==> src/rtl/fp16_exp_normalizer.sv <==
// Post-add normalizer: shifts the raw significand sum one bit per cycle until the hidden bit is set.
// Latency is k+2 cycles for k shifts (1 cycle for Inf/NaN bypass); the result is held until out_ready.
module fp16_exp_normalizer #(
  parameter int EXP_W = 5,
  parameter int MAN_W = 10
) (
  input  logic             clk,
  input  logic             rst,
  input  logic             in_valid,
  output logic             in_ready,
  input  logic             in_sign,
  input  logic [EXP_W-1:0] in_exp,
  input  logic [MAN_W+1:0] in_mant,
  output logic             out_valid,
  input  logic             out_ready,
  output logic             out_sign,
  output logic [EXP_W-1:0] out_exp,
  output logic [MAN_W-1:0] out_frac,
  output logic             out_overflow,
  output logic             out_underflow,
  output logic             out_zero
);

  localparam logic [EXP_W-1:0] EXP_ONES = '1;
  localparam logic [EXP_W-1:0] EXP_ONE  = EXP_W'(1);

  typedef enum logic [1:0] {IDLE, NORM, DONE} state_t;

  state_t           r_state;
  logic             r_sign;
  logic [EXP_W-1:0] r_exp;
  logic [MAN_W+1:0] r_mant;
  logic             r_in_ready;
  logic             r_out_valid;
  logic             r_out_sign;
  logic [EXP_W-1:0] r_out_exp;
  logic [MAN_W-1:0] r_out_frac;
  logic             r_out_overflow;
  logic             r_out_underflow;
  logic             r_out_zero;

  logic [EXP_W-1:0] w_exp_inc;
  logic [EXP_W-1:0] w_exp_dec;

  assign w_exp_inc = r_exp + EXP_ONE;
  assign w_exp_dec = r_exp - EXP_ONE;

  always_ff @(posedge clk) begin
    if (rst) begin
      r_state         <= IDLE;
      r_sign          <= 1'b0;
      r_exp           <= '0;
      r_mant          <= '0;
      r_in_ready      <= 1'b1;
      r_out_valid     <= 1'b0;
      r_out_sign      <= 1'b0;
      r_out_exp       <= '0;
      r_out_frac      <= '0;
      r_out_overflow  <= 1'b0;
      r_out_underflow <= 1'b0;
      r_out_zero      <= 1'b0;
    end else begin
      case (r_state)
        IDLE: begin
          if (in_valid) begin
            r_in_ready <= 1'b0;
            if (in_exp == EXP_ONES) begin
              r_out_sign      <= in_sign;
              r_out_exp       <= EXP_ONES;
              r_out_frac      <= in_mant[MAN_W-1:0];
              r_out_overflow  <= 1'b0;
              r_out_underflow <= 1'b0;
              r_out_zero      <= 1'b0;
              r_out_valid     <= 1'b1;
              r_state         <= DONE;
            end else begin
              r_sign  <= in_sign;
              // Subnormal inputs carry the same weight as exponent 1.
              r_exp   <= (in_exp == '0) ? EXP_ONE : in_exp;
              r_mant  <= in_mant;
              r_state <= NORM;
            end
          end
        end
        NORM: begin
          r_out_sign      <= r_sign;
          r_out_overflow  <= 1'b0;
          r_out_underflow <= 1'b0;
          r_out_zero      <= 1'b0;
          if (r_mant == '0) begin
            r_out_exp   <= '0;
            r_out_frac  <= '0;
            r_out_zero  <= 1'b1;
            r_out_valid <= 1'b1;
            r_state     <= DONE;
          end else if (r_mant[MAN_W+1]) begin
            // Shifted-out LSB is dropped: no rounding at this stage.
            r_mant <= r_mant >> 1;
            r_exp  <= w_exp_inc;
            if (w_exp_inc == EXP_ONES) begin
              r_out_exp      <= EXP_ONES;
              r_out_frac     <= '0;
              r_out_overflow <= 1'b1;
              r_out_valid    <= 1'b1;
              r_state        <= DONE;
            end
          end else if (r_mant[MAN_W]) begin
            r_out_exp   <= r_exp;
            r_out_frac  <= r_mant[MAN_W-1:0];
            r_out_valid <= 1'b1;
            r_state     <= DONE;
          end else if (r_exp == EXP_ONE) begin
            r_out_exp       <= '0;
            r_out_frac      <= r_mant[MAN_W-1:0];
            r_out_underflow <= 1'b1;
            r_out_valid     <= 1'b1;
            r_state         <= DONE;
          end else begin
            r_mant <= r_mant << 1;
            r_exp  <= w_exp_dec;
          end
        end
        DONE: begin
          if (out_ready) begin
            r_out_valid <= 1'b0;
            r_in_ready  <= 1'b1;
            r_state     <= IDLE;
          end
        end
        default: begin
          r_out_valid <= 1'b0;
          r_in_ready  <= 1'b1;
          r_state     <= IDLE;
        end
      endcase
    end
  end

  assign in_ready      = r_in_ready;
  assign out_valid     = r_out_valid;
  assign out_sign      = r_out_sign;
  assign out_exp       = r_out_exp;
  assign out_frac      = r_out_frac;
  assign out_overflow  = r_out_overflow;
  assign out_underflow = r_out_underflow;
  assign out_zero      = r_out_zero;

endmodule

==> config.mk <==
export PLATFORM = sky130hd
export DESIGN_NAME = fp16_exp_normalizer
export DESIGN_NICKNAME = d
export VERILOG_FILES = /design/src/rtl/fp16_exp_normalizer.sv
export SDC_FILE = /design/constraint.sdc
export NUM_CORES = 1
export LEC_CHECK = 0
export ABC_AREA = 1
export BUFFER_PORTS_ARGS = -buffer_cell sky130_fd_sc_hd__buf_2
export CAP_MARGIN = 30
export CORE_MARGIN = 10
export CORE_UTILIZATION = 60
export CTS_CLUSTER_DIAMETER = 30
export DETAILED_ROUTE_END_ITERATION = 16
export PLACE_DENSITY = 0.85
export SLEW_MARGIN = 10
export SYNTH_ARGS = -nofsm -noshare
export SYNTH_HDL_FRONTEND = slang
export SYNTH_SLANG_ARGS = --single-unit
==> constraint.sdc <==
create_clock -name clk -period 3.3 [get_ports clk]
set_input_delay 0.165 -clock clk [delete_from_list [all_inputs] [get_ports clk]]
set_output_delay 0.165 -clock clk [all_outputs]
set_load 0.03 [all_outputs]
==> results.toml <==
[timing]
relSlewSlack = 0.583
hold_slack_ns = 0.135
fin_crit_sh = 0.687
finalSetupViolCount = 0
hold_viol = 0
finalMaxSlewViolations = 0
finalSetupTns_ns = 0
rsz0062_at_grt = "no"
worst_pin_slew_ns = 0.624
finClkSkew_ns = 0.00603
fin_crit_ns = 2.27
fmaxAchievable_mhz = 441

[critical_path]
path_buf_inv = 3
cp-end-kind = "flip-flop"
path_delay_family = "simple AND/OR/NAND/NOR gates"
critPathMaxStageDelay_ns = 0.44
path_depth = 10
start_kind = "flip-flop"
crit_path_max_fanout = 27
critPathArrivalTime_ns = 2.46
worstPathRequired_ns = 3.49
r2r_cells = 10
crit_slowest_cell = "dfxtp_1"
crit_top_cell = "nor2_1"
worstSetupPathType = "flip-flop to flip-flop"
path_cells = "inv_1 -> ha_1 -> inv_1 -> nor2_1 -> a21oi_1 -> buf_4 -> or2_1 -> nand3_2 -> nor2_1 -> nor2_1"

[power_and_ir_drop]
internal-power_mw = 1.18
ir_drop_uv = 397
p_leak_nw = 1.43
p_per_area_mw_per_mm2 = 760
power_mw = 2.14
p_clk_frac = 0.199
netSwitchingFraction = 0.448
p_comb_frac = 0.460
switchingPower_mw = 0.959
p_seq_frac = 0.341

[global_route]
grt_pass1_vias = 2451
antenna_found_initial = 0
grt_pass1_wl_mm = 10.4
grt_start_max_net_pins = 35
grt_usage = 0.173
overflow = 0

[route]
wl_mm = 6.25
dr.pass1.iters = 5
via_per_inst = 5.33
num_vias = 2551
antenna_left = 0
wire_per_inst_um = 13.1
drcViolationCount = 0
drt_iter0_drc = 163

[synth]
synthMuxAreaShare = 0
synthTopCellsByArea = "dfxtp_1 33%, nand2_1 16%, nor2_1 9.4%"
synth_area_mm2 = 0.00247
yosysTopAreaCellShare = 0.333
synthCells = 391
synthAdderAreaFrac = 0.0203
synth_xor_area_frac = 0.00710
synth_warnings = 0
synth_top_family_by_area = "simple AND/OR/NAND/NOR gates"
synth_compound_area_frac = 0.137
syn_area_per_cell_um2 = 6.31
yosys.area_share.simple = 0.374
synth_seq_area_share = 0.333
yosys.cell_types.count = 32
synth_area_leader_cell = "dfxtp_1"
ys_ff_latch = 41
synth.net_count = 417

[clocking]
htreeDepth = 2
numCtsBuffers = 5
postCtsHoldBufs = 0
post_cts_buffers = 0
cts_resized = 0
cts-root-buf = "clkbuf_8"
cts.path.max_buffers = 2
cts_tree = "yes"
clock_latency_ns = 0.30
clk_pin_slew_ns = 0.08
cts_sinks = 41

[placement]
gp_congestion = 0.864
dp_hpwl_mm = 4.49
port_buffers = 42
place_inst = 470

[floorplanning]
rows = 23
floorplan.die_area_mm2 = 0.00707
fp.dieH_um = 84.1
coreArea_mm2 = 0.00400
pin_count = 43
die_w_um = 84.1
initial_core_util = 0.617

[run]
drv_cap = 0

[final_layout]
final_cells = 479
fin_nets = 454
n_antenna_cell = 0
drive_above_1_share = 0.145
area_growth_pct = 14.3
nFillCells = 350

[min_path]
worst_hold_path.num_cells = 2
min_path_type = "primary input to flip-flop"

[run_status]
status = "finished, final reports clean"
[area by class of cell]
cell class                      instances  area (µm²)  share of cell area
Timing Repair Buffer                   45         253              0.0897
Clock buffer                            6        82.6              0.0293
Tap cell                               50        62.6              0.0222
Multi-Input combinational cell        273        1330               0.472
Sequential cell                        41         821               0.291
Inverter                               62         233              0.0826
Clock inverter                          2        37.5              0.0133
[per-layer routing]
layer	routed length, µm	GRT usage
met4	112	0.0761
met3	396	0.0479
met5	0	0
met2	2970	0.293
met1	2770	0.196
[power by group through the flow]
| stage | Sequential (mW) | Combinational, mW | Clock [mW] |
|---|---|---|---|
| final | 0.730 | 0.985 | 0.427 |
| after global routing | 0.745 | 1.11 | 0.451 |
| after floorplan | 0.813 | 0.686 | 0 |
| after global placement | 0.732 | 0.952 | 0 |
| after detailed placement | 0.736 | 0.966 | 0 |
| after CTS | 0.726 | 0.977 | 0.434 |
[cell families (layout without fill, tap and decap cells)]
group | Yosys count | after routing
AOI/OAI and AO/OA | 53 | 53
buffers and inverters | 77 | 115
DFF | 41 | 41
adders and majority gates | 4 | 4
and+or+nand+nor | 214 | 214
xor gates and xnor gates | 2 | 2
[through the flow]
stage	util	worst slack, ns	instance area [µm²]
global placement	0.668	1.12	2670
detailed placement	0.668	1.08	2670
global route	0.704	0.804	2820
CTS	0.698	1.05	2790
floorplan	-	1.58	2470
finish	0.704	1.03	2820
[final timing paths]
check,slack [ns],from,endpoint
hold reg to reg,0.45,out_valid,out_valid
setup / recovery,1.03,r_exp[1],r_mant[6]
setup reg to reg,1.03,r_exp[1],r_mant[6]
hold / removal,0.13,rst,r_mant[11]
[Yosys cell counts, drive strengths merged]
cell type / count
a21boi: 9
or2: 1
ha: 4
nand4: 20
a31oi: 1
nand3: 23
o211ai: 10
dfxtp: 41
xnor2: 2
inv: 61
nand3b: 1
buf: 12
a22o: 1
clkinv: 1
nand2: 105
a21oi: 17
o21ai: 13
clkbuf: 3
o211a: 1
nor2: 64
o221ai: 1
[sequential cells by signal, summed over array words and instances (netlist names)]
register       count
r_sign             1
r_state            2
r_exp              5
out_overflow       1
out_sign           1
out_frac          10
r_mant            12
out_underflow      1
out_zero           1
in_ready           1
out_valid          1
out_exp            5
[cell usage in the layout, fill, tap and decap left out]
master	netlist	layout
nand2_1	104	104
nor2_1	62	62
inv_1	59	59
buf_2	7	42
dfxtp_1	41	41
nand4_1	20	20
nand3_1	20	20
a21oi_1	16	16
o21ai_0	12	12
o211ai_1	10	10
a21boi_0	9	9
clkbuf_8	0	6
ha_1	4	4
inv_2	2	2
nand3_2	2	2
xnor2_1	2	2
buf_4	3	2
nor2_2	1	1
a21oi_4	1	1
nand3_4	1	1
nor2_4	1	1
o21ai_1	1	1
a22o_1	1	1
clkinv_1	1	1
nand2_2	1	1
or2_1	1	1
nand3b_1	1	1
o221ai_1	1	1
o211a_1	1	1
a31oi_1	1	1
clkinvlp_4	0	1
bufinv_16	0	1
buf_16	0	1
(Power assumes the default switching activity.)
